### src/rtl/bus_pkg.sv
// Shared definitions for the peripheral-bus Wishbone arbiter: FSM encoding,
// master indices and default bus geometry.
package bus_pkg;

  typedef enum logic [1:0] {
    ST_IDLE = 2'd0,
    ST_GNT0 = 2'd1,
    ST_GNT1 = 2'd2
  } arb_state_e;

  localparam int M0_IDX = 0;
  localparam int M1_IDX = 1;

  localparam int WB_ADDR_W  = 32;
  localparam int WB_DATA_W  = 32;
  localparam int WB_SEL_W   = 4;
  localparam int WB_TIMEOUT = 1024;

endpackage

### src/rtl/wb_timeout_watchdog.sv
// Stall watchdog: counts strobe cycles without a termination and flags the
// TIMEOUT-th one so the arbiter can abort the cycle.
module wb_timeout_watchdog
  import bus_pkg::*;
#(
  parameter int TIMEOUT = WB_TIMEOUT
) (
  input  logic clk_i,
  input  logic rst_ni,
  input  logic clear_i,
  input  logic run_i,
  output logic expire_o
);

  localparam int CNT_W = $clog2(TIMEOUT + 1);
  localparam logic [CNT_W-1:0] LAST_CNT = CNT_W'(TIMEOUT - 1);

  logic [CNT_W-1:0] cnt_q, cnt_d;

  always_comb begin
    cnt_d = cnt_q;
    if (clear_i) begin
      cnt_d = '0;
    end else if (run_i) begin
      cnt_d = cnt_q + 1'b1;
    end
  end

  always_ff @(posedge clk_i) begin
    if (!rst_ni) begin
      cnt_q <= '0;
    end else begin
      cnt_q <= cnt_d;
    end
  end

  // Clear already covers any termination, so a late ack beats the abort.
  assign expire_o = run_i && !clear_i && (cnt_q == LAST_CNT);

endmodule

### src/rtl/wb_bus_arbiter.sv
// Two-master, one-slave Wishbone arbiter with round-robin grants, bus lock
// and a watchdog that aborts stalled strobes with an error.
module wb_bus_arbiter
  import bus_pkg::*;
#(
  parameter int ADDR_W  = WB_ADDR_W,
  parameter int DATA_W  = WB_DATA_W,
  parameter int TIMEOUT = WB_TIMEOUT
) (
  input  logic              clk_i,
  input  logic              ext_rst_i,
  input  logic              m0_cyc_i,
  input  logic              m0_stb_i,
  input  logic              m0_we_i,
  input  logic [ADDR_W-1:0] m0_addr_i,
  input  logic [DATA_W-1:0] m0_dat_i,
  input  logic [3:0]        m0_sel_i,
  input  logic              m0_lock_i,
  output logic [DATA_W-1:0] m0_dat_o,
  output logic              m0_ack_o,
  output logic              m0_err_o,
  output logic              m0_rty_o,
  input  logic              m1_cyc_i,
  input  logic              m1_stb_i,
  input  logic              m1_we_i,
  input  logic [ADDR_W-1:0] m1_addr_i,
  input  logic [DATA_W-1:0] m1_dat_i,
  input  logic [3:0]        m1_sel_i,
  input  logic              m1_lock_i,
  output logic [DATA_W-1:0] m1_dat_o,
  output logic              m1_ack_o,
  output logic              m1_err_o,
  output logic              m1_rty_o,
  output logic              s_cyc_o,
  output logic              s_stb_o,
  output logic              s_we_o,
  output logic [ADDR_W-1:0] s_addr_o,
  output logic [DATA_W-1:0] s_dat_o,
  output logic [3:0]        s_sel_o,
  output logic              s_lock_o,
  input  logic [DATA_W-1:0] s_dat_i,
  input  logic              s_ack_i,
  input  logic              s_err_i,
  input  logic              s_rty_i,
  output logic [1:0]        grant_o,
  output logic              timeout_o
);

  arb_state_e state_q, state_d;
  logic       last_q, last_d;
  logic       req0, req1;
  logic       stb_raw, any_term, wd_clear, expire;

  assign req0 = m0_cyc_i | m0_stb_i;
  assign req1 = m1_cyc_i | m1_stb_i;

  // Watchdog looks at the unforced strobe so the abort cannot feed back on itself.
  assign stb_raw  = ((state_q == ST_GNT0) && m0_stb_i) || ((state_q == ST_GNT1) && m1_stb_i);
  assign any_term = s_ack_i | s_err_i | s_rty_i;
  assign wd_clear = (state_q == ST_IDLE) || !stb_raw || any_term;

  wb_timeout_watchdog #(
    .TIMEOUT (TIMEOUT)
  ) u_watchdog (
    .clk_i    (clk_i),
    .rst_ni   (ext_rst_i),
    .clear_i  (wd_clear),
    .run_i    (stb_raw),
    .expire_o (expire)
  );

  always_comb begin
    state_d = state_q;
    last_d  = last_q;
    case (state_q)
      ST_IDLE: begin
        if (req0 && (!req1 || (last_q == 1'(M1_IDX)))) begin
          state_d = ST_GNT0;
          last_d  = 1'(M0_IDX);
        end else if (req1) begin
          state_d = ST_GNT1;
          last_d  = 1'(M1_IDX);
        end
      end
      ST_GNT0: begin
        if (expire || (!req0 && !m0_lock_i)) state_d = ST_IDLE;
      end
      ST_GNT1: begin
        if (expire || (!req1 && !m1_lock_i)) state_d = ST_IDLE;
      end
      default: state_d = ST_IDLE;
    endcase
  end

  always_ff @(posedge clk_i) begin
    if (!ext_rst_i) begin
      state_q <= ST_IDLE;
      last_q  <= 1'(M1_IDX);
    end else begin
      state_q <= state_d;
      last_q  <= last_d;
    end
  end

  always_comb begin
    s_cyc_o  = 1'b0;
    s_stb_o  = 1'b0;
    s_we_o   = 1'b0;
    s_addr_o = '0;
    s_dat_o  = '0;
    s_sel_o  = '0;
    s_lock_o = 1'b0;
    m0_dat_o = '0;
    m0_ack_o = 1'b0;
    m0_err_o = 1'b0;
    m0_rty_o = 1'b0;
    m1_dat_o = '0;
    m1_ack_o = 1'b0;
    m1_err_o = 1'b0;
    m1_rty_o = 1'b0;
    case (state_q)
      ST_GNT0: begin
        s_cyc_o  = m0_cyc_i & ~expire;
        s_stb_o  = m0_stb_i & ~expire;
        s_we_o   = m0_we_i;
        s_addr_o = m0_addr_i;
        s_dat_o  = m0_dat_i;
        s_sel_o  = m0_sel_i;
        s_lock_o = m0_lock_i;
        m0_dat_o = s_dat_i;
        m0_ack_o = s_ack_i;
        m0_err_o = s_err_i | expire;
        m0_rty_o = s_rty_i;
      end
      ST_GNT1: begin
        s_cyc_o  = m1_cyc_i & ~expire;
        s_stb_o  = m1_stb_i & ~expire;
        s_we_o   = m1_we_i;
        s_addr_o = m1_addr_i;
        s_dat_o  = m1_dat_i;
        s_sel_o  = m1_sel_i;
        s_lock_o = m1_lock_i;
        m1_dat_o = s_dat_i;
        m1_ack_o = s_ack_i;
        m1_err_o = s_err_i | expire;
        m1_rty_o = s_rty_i;
      end
      default: ;
    endcase
  end

  assign grant_o   = {state_q == ST_GNT1, state_q == ST_GNT0};
  assign timeout_o = expire;

endmodule

### config.mk
export PLATFORM = sky130hd
export DESIGN_NAME = wb_bus_arbiter
export DESIGN_NICKNAME = d
export VERILOG_FILES = /design/src/rtl/bus_pkg.sv /design/src/rtl/wb_timeout_watchdog.sv /design/src/rtl/wb_bus_arbiter.sv
export SDC_FILE = /design/constraint.sdc
export NUM_CORES = 1
export LEC_CHECK = 0
export CORE_AREA = 2 2 126 128
export DETAILED_ROUTE_END_ITERATION = 10
export DIE_AREA = 0 0 128 130
export PLACE_DENSITY = 0.6
export SKIP_LAST_GASP = 1
export SLEW_MARGIN = 25
export SYNTH_ARGS = -nofsm -noshare
export SYNTH_HDL_FRONTEND = slang
export SYNTH_HIERARCHICAL = 1
export SYNTH_SLANG_ARGS = --single-unit
export TNS_END_PERCENT = 1
### constraint.sdc
create_clock -name clk_i -period 4.3 [get_ports clk_i]
set_clock_uncertainty 0.15 [all_clocks]
set_input_delay 0.86 -clock clk_i [delete_from_list [all_inputs] [get_ports clk_i]]
set_output_delay 0.86 -clock clk_i [all_outputs]
set_load 0.02 [all_outputs]
* Yosys cells after proc, flatten, opt, wreduce, memory -nomap -nowiden
Index checks and enable logic that the tools add are counted.
** Word-level totals
- Flip-flop bits (word level) :: 14
- Input bits :: 181
- Output and inout bits :: 145
- Logic and storage cells :: 67
** Cells by class
- Add/subtract/negate cells :: 1
- Equal/unequal tests :: 6
- Muxes and demuxes :: 22
- Bitwise logic cells :: 11
- Reductions and logical operators :: 24
** Operator list (count)
- $pmux 32 s2 :: 2
- $mux 32 :: 2
- $add 11x1->11 const B :: 1
- $eq 11x10->1 const B :: 1
- $mux 1 :: 8
- $mux 2 :: 4
- $pmux 1 s2 :: 4
- $pmux 4 s2 :: 1
- $logic_and 1x1->1 :: 7
- $logic_not 1->1 :: 6
- $logic_or 1x1->1 :: 6
- $pmux 2 s3 :: 1
- $or 1x1->1 :: 5
- $and 1x1->1 :: 4
- $ne 2x1->1 const B :: 2
- $ne 3x2->1 const B :: 1
- $reduce_and 3->1 :: 1
- $eq 2x1->1 const B :: 1
- $eq 2x2->1 const B :: 1
- $logic_not 2->1 :: 1
- $not 1->1 :: 2
- $reduce_and 2->1 :: 1
- $reduce_bool 2->1 :: 1
- $reduce_or 2->1 :: 1

* Logic depth before layout (Yosys ltp)
Gate-level depths: netlist of run 1.
- Depth after elaboration :: 12
- Gate-level depth with buffers :: 14
- Mapped depth without buffers :: 10

* By module
The synthesis of run 1 kept the hierarchy.
** By module, submodules not included
- wb_bus_arbiter :: times used 1, cells each 278, area an instance 1819.2 um2, sequential area each 60.1 um2
- wb_timeout_watchdog :: times used 1, cells each 56, area an instance 513.0 um2, sequential area each 220.2 um2

* Least setup slack after synthesis of run 1
No wires, ideal clock.
- Path type :: reg-to-output
- Start point :: register state_q[1]
- End point :: output m1_err_o
- Arrival time :: 3.241 ns
- Data required time :: 3.290 ns
- Path slack :: 0.049 ns
- Cell stages (with the launch flop) :: 13
- Buffers on the path :: 4
- Cells stage by stage :: dfxtp_1 -> inv_1 -> ha_1 -> buf_4 -> buf_2 -> buf_2 -> a22o_1 -> clkbuf_2 -> nand3_2 -> or4_4 -> nor3_1 -> nor2_1 -> nor2b_1
** On the way
- Word-level cells in the longest chain between the ends :: 11
- Elaborated cells on any way between the ends :: 14
- Those cells by class :: 2 x eq/ne; 1 x mux; 1 x bitwise; 10 x reduce/logical
** Ends and longest elaborated chain
- start: declaration :: RTL line wb_bus_arbiter.sv:49 : arb_state_e state_q, state_d;
- start signal: assignment :: RTL line wb_bus_arbiter.sv:100 : state_q <= state_d;
- $eq 2x1->1 (*)
- named net grant_o[0] :: RTL line wb_bus_arbiter.sv:45 : output logic [1:0] grant_o,
- $logic_and 1x1->1 (*) :: RTL line wb_bus_arbiter.sv:58 : assign stb_raw = ((state_q == ST_GNT0) && m0_stb_i) || ((state_q == ST_GNT1) && m1_stb_i);
- $logic_or 1x1->1 (*) :: RTL line wb_bus_arbiter.sv:58
- named net stb_raw :: RTL line wb_bus_arbiter.sv:52 : logic stb_raw, any_term, wd_clear, expire;
- $logic_not 1->1 :: RTL line wb_bus_arbiter.sv:60 : assign wd_clear = (state_q == ST_IDLE) || !stb_raw || any_term;
- $logic_or 1x1->1 (2 in a row) :: RTL line wb_bus_arbiter.sv:60
- $logic_not 1->1 :: RTL line wb_timeout_watchdog.sv:38 : assign expire_o = run_i && !clear_i && (cnt_q == LAST_CNT);
- $logic_and 1x1->1 (*) (2 in a row) :: RTL line wb_timeout_watchdog.sv:38
- named net timeout_o :: RTL line wb_bus_arbiter.sv:46 : output logic timeout_o
- $or 1x1->1 (*) :: RTL line wb_bus_arbiter.sv:145 : m1_err_o = s_err_i | expire;
- $mux 1 (*) :: RTL line wb_bus_arbiter.sv:121 : case (state_q)
- end: declaration :: RTL line wb_bus_arbiter.sv:32 : output logic m1_err_o,
Mark *: on every way through the listed nets, which the timed path passes. The rest lies on a longest branch.

* Worst setup path in the final report of run 1
- Start point :: input m0_stb_i
- End point :: output s_stb_o
** On the way
- Word-level cells in the longest chain between the ends :: 11
- Elaborated cells on any way between the ends :: 12
- Those cells by class :: 1 x mux; 3 x bitwise; 8 x reduce/logical
** Ends and longest elaborated chain
- start: declaration :: RTL line wb_bus_arbiter.sv:13 : input logic m0_stb_i,
- $logic_and 1x1->1 (*) :: RTL line wb_bus_arbiter.sv:58
- $logic_or 1x1->1 (*) :: RTL line wb_bus_arbiter.sv:58
- named net stb_raw :: RTL line wb_bus_arbiter.sv:52
- $logic_not 1->1 :: RTL line wb_bus_arbiter.sv:60
- $logic_or 1x1->1 (2 in a row) :: RTL line wb_bus_arbiter.sv:60
- $logic_not 1->1 :: RTL line wb_timeout_watchdog.sv:38
- $logic_and 1x1->1 (*) (2 in a row) :: RTL line wb_timeout_watchdog.sv:38
- $not 1->1 (*) :: RTL line wb_bus_arbiter.sv:124, wb_bus_arbiter.sv:137
- $and 1x1->1, on equally long branches :: RTL line wb_bus_arbiter.sv:137, wb_bus_arbiter.sv:124
- $pmux 1 s2 (*) :: RTL line wb_bus_arbiter.sv:121
- end: declaration :: RTL line wb_bus_arbiter.sv:35 : output logic s_stb_o,
Marked as above.

==> impl_results.md, run 1 <==
* Status: finished, final reports clean
* Vias in the first global route at 3355
* Vias after detailed routing at 3645
* Synth Area in Compound Gates at 0.278
* Clk root buf: clkbuf_16
* Synthesized cell area at 2330 um2
* Worst Path Required at 3.29 ns
* Adder-Cell Fraction of Synth Area at 0.0215
* DR iter-0 viols at 104
* TritonRoute pass-1 iters at 4
* RSZ-0062 raised after global routing: yes
* Sequential area share after synthesis at 0.120
* Least-Margin Pin Slew at 0.495 ns
* Total GRT Usage at 0.146
* CP arrival at 3.22 ns
* Synth warnings at 6
* Total Power Consumption at 0.00279 W
* Fmax at 0.236 GHz
* Aggregate negative setup slack at 0 ns
* Clock-pin transition on the worst setup and hold timing paths at 0.05 ns
* Crit path capture type: primary output
* Die ar. at 16600 um2
* Clk sinks at 14
* Worst Hold Class: reg -> reg
* H-tree lvl count at 1
* Utilization after layout at 0.383
* Syn nets at 519
* Initial antenna violation count at 0
* Mapped Cells at 334
* Mean post-synth cell area at 6.98 um2
* Antenna cells at 0
* Largest family of logic cells by synthesized area: simple AND/OR/NAND/NOR gates
* Final Max Tran Viols at 0
* Post-Synth XOR/XNOR Area at 0.0150
* Worst VDD drop at 0.288 mV
* DRC violations left at 0
* Final hold viol count at 0
* Pwr Density at 471 nW/um2
* Max-slew headroom at 0.670
* Synth Area in Simple Gates at 0.480
* # rows at 46
* Startpoint class of the critical path: input pin
* Avg WL per Cell at 17.0 um
* Post-synthesis mux area share at 0.0172
* IO buf count at 325
* Hold_buf cts at 0
* Crit path kind: in -> out
* CTS Buffer Depth at 2
* Vias per cell at 4.38
* Post-route minimum period at 4.23 ns
* Clk Latency, worst-skew pair at 0.24 ns
* Leakage power at 1.97 nW
* Flops & latches, synth at 14
* I/O pin count at 326
* DP Wirelength at 11700 um
* WL final at 14200 um
* Die W at 128 um
* Crit share post-route at 0.985
* Synth cell types at 37
* Largest net degree at the start of global routing at 107
* Share of cells above drive strength 1 at 0.0468
* # setup viols final at 0
* Nets at 827
* Core area at 15400 um2
* Grt total ovfl at 0
* Placer Congestion at 0.772
* Area delta synth->final at 154%
* CTS tree: done
* Initial core utilization at 0.151
* Die Ht at 130 um
* Fillcell total at 1552
* Antenna Nets Post-Route at 0
* Max-cap check violation count at 0
* TritonCTS Buffers at 3
* FF-to-FF setup slack at 1.52 ns
* CP Max Fanout at 3
* First-pass GRT wire length at 19300 um
-- state kept, by name, indices dropped and copies added (netlist names) --
name,cells
last_q,1
state_q,2
u_watchdog/cnt_q,11
-- cells in the mapped netlist --
cell type,n,area [um2]
nand3_2,2,20.0
clkbuf_1,21,78.8
or4_4,1,11.3
o22ai_1,1,6.26
nor3_1,2,10.0
clkbuf_2,1,5.00
o21ai_2,1,8.76
nor2_2,1,6.26
buf_2,10,50.1
o21a_1,2,15.0
nor4_1,1,6.26
a22oi_1,70,526
xor2_1,3,26.3
and3b_1,1,8.76
inv_1,4,15.0
o31ai_1,3,22.5
a22o_1,1,8.76
o32ai_2,1,16.3
nor2_1,10,37.5
ha_1,4,50.1
o21ai_0,3,15.0
nand4_1,1,6.26
a21oi_1,6,30.0
buf_4,1,7.51
nand2_1,9,33.8
nand2b_1,4,25.0
nor2b_1,72,450
nand3_1,2,10.0
or4_1,3,22.5
or3_1,2,12.5
inv_2,1,3.75
dfxtp_1,14,280
nand4_2,1,12.5
mux2i_1,4,40.0
xnor2_1,1,8.76
and2_1,68,425
nor3_2,2,20.0
-- through the flow --
stage                     setup slack (ns)  std cells  area, um2  hold slack [ns]
after detailed placement            -0.102        829       5820            0.324
after floorplan                     0.0490        334       2330            0.297
after global placement              -0.131        829       5820            0.308
after CTS                          0.00992        833       5910            0.342
final                               0.0666        833       5910            0.340
after global routing               -0.0558        833       5910            0.371
-- critical path: stages --
cell,delay (ns)
clkdlybuf4s50_1,0.49
a22o_1,0.20
nand3_2,0.09
or4_4,0.51
nor3_2,0.20
buf_4,0.17
nand2b_1,0.12
nor2_1,0.05
clkdlybuf4s50_1,0.54
-- area by class of cell --
cell class	count	area, um2	share of cell area
Clock buffer	4	88.8	0.0150
Inverter	5	18.8	0.00317
Multi-Input combinational cell	282	1920	0.325
Sequential cell	14	280	0.0474
Tap cell	192	240	0.0406
Timing Repair Buffer	336	3360	0.568
-- repair_timing --
action,CTS,global route
resized for setup,1,1
cloned,0,0
endpoints found under the setup margin,3,3
setup buffers,0,0
-- cell usage in the layout, fill, tap and decap left out, drive strengths merged, types with 2 or more instances in the layout --
master	n
clkbuf	4
nor2b	72
nor2	11
xor2	3
mux2i	4
or4	4
clkdlybuf4s50	323
buf	12
ha	4
a22oi	70
nor3	4
o21ai	4
nand2b	4
dfxtp	14
and2	68
inv	5
o31ai	3
nand3	4
a21oi	6
nand2	9
o21a	2
nand4	2
or3	2
-- cells by family after synthesis --
logic type / after synthesis
AOI/OAI and AO/OA: 88
DFF: 14
and+or+nand+nor: 182
buffers and inverters: 38
muxes: 4
adders and majority gates: 4
xor gates and xnor gates: 4
-- layer usage --
layer	wire length, um	vias to the layer above	track usage
li1	-	1786	-
met1	6280	1689	0.197
met2	6870	162	0.259
met3	884	8	0.0189
met4	119	0	0.0181
met5	0	-	0
-- worst paths after layout --
| path | cells past startpoint | end | startpoint |
|---|---|---|---|
| max | 9 | s_stb_o | m0_stb_i |
| min | 2 | u_watchdog/cnt_q[9] | u_watchdog/cnt_q[9] |
| max reg2reg | 11 | state_q[0] | state_q[0] |
| min reg2reg | 2 | u_watchdog/cnt_q[9] | u_watchdog/cnt_q[9] |
-- report_power, final --
part / internal (W) / total (W) / switching [W]
Clock: 0.000141 / 0.000194 / 0.0000536
Combinational: 0.00118 / 0.00244 / 0.00126
Sequential: 0.000143 / 0.000155 / 0.0000124
Total: 0.00146 / 0.00279 / 0.00132
Power figures use the tool's default switching activity.
==> inputs of run 2 (changes only) <==
--- a/config.mk
+++ b/config.mk
@@ -9,6 +9,7 @@
 export DETAILED_ROUTE_END_ITERATION = 10
 export DIE_AREA = 0 0 128 130
 export PLACE_DENSITY = 0.6
+export RECOVER_POWER = 25
 export SKIP_LAST_GASP = 1
 export SLEW_MARGIN = 25
 export SYNTH_ARGS = -nofsm -noshare
==> run 2 against run 1 <==
Compared with the run above: via count is 0.80% higher; combinational power is 2% lower; sequential power about the same; critical path depth did not move; register-to-register slack barely moved.
==> impl_results.md, run 2 (same netlist as run 1, synthesis figures left out) <==
* Largest net degree at the start of global routing at 107
* Vias in the first global route at 3355
* RSZ-0062 raised after global routing: yes
* Startpoint class of the critical path: input pin
* CP arrival at 3.21 ns
* Grt total ovfl at 0
* Switch Pwr at 0.00132 W
* Crit path kind: in -> out
* Most flops, register: u_watchdog/cnt_q
* Hold_buf cts at 0
* Final Max Tran Viols at 0
* Fmax at 0.237 GHz
* Most frequent cells in the layout: clkdlybuf4s50_1 (299), nor2b_1 (72), a22oi_1 (70), and2_1 (66), dlygate4sd3_1 (24)
* TritonRoute pass-1 iters at 4
* Clk sinks at 14
* TritonCTS Buffers at 3
* Crit share post-route at 0.981
* Nets at 827
* Die Ht at 130 um
* Vias after detailed routing at 3674
* Total GRT Usage at 0.146
* Final hold viol count at 0
* Avg WL per Cell at 17.0 um
* Area delta synth->final at 153%
* Most common cell after layout, fill and taps aside: clkdlybuf4s50_1
* Antenna cells at 0
* Internal power at 0.00143 W
* Crit path capture type: primary output
* Max-slew headroom at 0.237
* Worst VDD drop at 0.275 mV
* IO buf count at 325
* Crit path buf inv count at 3
* Antenna Nets Post-Route at 0
* Sw Share at 0.480
* Pwr Density at 467 nW/um2
* Crit-path cells: clkdlybuf4s50_1 -> a22o_1 -> nand3_2 -> or4_4 -> nor3_2 -> buf_4 -> nand2b_1 -> nor2_1 -> clkdlybuf4s50_1
* Largest registers: u_watchdog/cnt_q: 11 flops, state_q: 2 flops, last_q: 1 flops
* DP Wirelength at 11700 um
* Worst Hold Class: reg -> reg
* GR Util met2 at 0.259
* Grt met3 use at 0.0189
* Share of cells above drive strength 1 at 0.0452
* Clk root buf: clkbuf_16
* Worst Path Required at 3.29 ns
* # rows at 46
* Post-route minimum period at 4.22 ns
* Total Power Consumption at 0.00275 W
* Global routing's busiest layer: met2
* H-tree lvl count at 1
* Largest register FFs at 11
* Status: finished, final reports clean
* Kind of cell adding the most delay to the critical path: buffers and inverters
* Placer Congestion at 0.772
* Worst path slowest cell: clkdlybuf4s50_1
* Grt met1 use at 0.197
* Most used cell, CP: clkdlybuf4s50_1
* CTS Buffer Depth at 2
* Vias per cell at 4.41
* CTS tree: done
* Combinational Power Share at 0.873
* Core area at 15400 um2
* Clock network fraction of total power at 0.071
* Initial core utilization at 0.151
* I/O pin count at 326
* Max-cap check violation count at 0
* Initial antenna violation count at 0
* # setup viols final at 0
* Least-Margin Pin Slew at 1.15 ns
* Leakage power at 2.04 nW
* Die W at 128 um
* DRC violations left at 0
* Postcts setup bufs at 0
* DR iter-0 viols at 131
* Worst path max stage delay at 0.54 ns
* Hold Slack at 0.340 ns
* Reg power frac at 0.056
* CP Max Fanout at 3
* First-pass GRT wire length at 19300 um
* Die ar. at 16600 um2
* Clk Latency, worst-skew pair at 0.24 ns
* WL final at 14200 um
* Clock-pin transition on the worst setup and hold timing paths at 0.05 ns
run 2: final timing paths:
| path | startpoint | end | slack, ns | cells past startpoint |
|---|---|---|---|---|
| setup / recovery | m0_stb_i | s_stb_o | 0.08 | 9 |
| hold / removal | u_watchdog/cnt_q[9] | u_watchdog/cnt_q[9] | 0.34 | 2 |
| hold reg to reg | u_watchdog/cnt_q[9] | u_watchdog/cnt_q[9] | 0.34 | 2 |
| setup reg to reg | state_q[0] | state_q[0] | 1.53 | 11 |
run 2: worst min-delay path, stage by stage (launching register included):
cell and delay, ns:
dfxtp_1 0.32, o31ai_1 0.07, a21oi_1 0.06
run 2: final cells by class:
| class | instances | area, um2 |
|---|---|---|
| multi-input combinational | 282 | 1920 |
| fill | 1552 | 9530 |
| timing repair buffer | 336 | 3350 |
| clock buffer | 4 | 88.8 |
| inverter | 5 | 18.8 |
| tap | 192 | 240 |
| sequential | 14 | 280 |
run 2: per-layer routing:
layer / up-vias / part of all wire / wire length [um]
met5: - / 0 / 0
met4: 0 / 0.0084 / 119
met3: 8 / 0.066 / 941
met2: 164 / 0.49 / 6930
met1: 1721 / 0.44 / 6170
li1: 1781 / - / -
run 2: power groups by stage:
stage / clock network [W] / registers (W) / logic, W
detailed placement: 0 / 0.000158 / 0.00246
CTS: 0.000198 / 0.000155 / 0.00247
global placement: 0 / 0.000156 / 0.00244
finish: 0.000194 / 0.000155 / 0.00240
floorplan: 0 / 0.000152 / 0.00135
global route: 0.000205 / 0.000157 / 0.00257
run 2: metrics by stage:
stage / cell area, um2 / TNS [ns] / utilization / setup slack [ns] / std cells
4_1_cts: 5910 / 0 / 0.383 / 0.00992 / 833
6_report: 5900 / 0 / 0.382 / 0.0828 / 833
3_3_place_gp: 5820 / -0.280 / 0.377 / -0.131 / 829
5_1_grt: 5900 / -0.102 / 0.382 / -0.0558 / 833
2_1_floorplan: 2330 / 0 / - / 0.0490 / 334
3_5_place_dp: 5820 / -0.173 / 0.377 / -0.102 / 829
run 2: repair_timing:
action | in CTS | in global routing
gates cloned | 0 | 0
endpoints found under the hold margin | 0 | 0
setup endpoints to repair | 3 | 3
resized for setup | 1 | 1
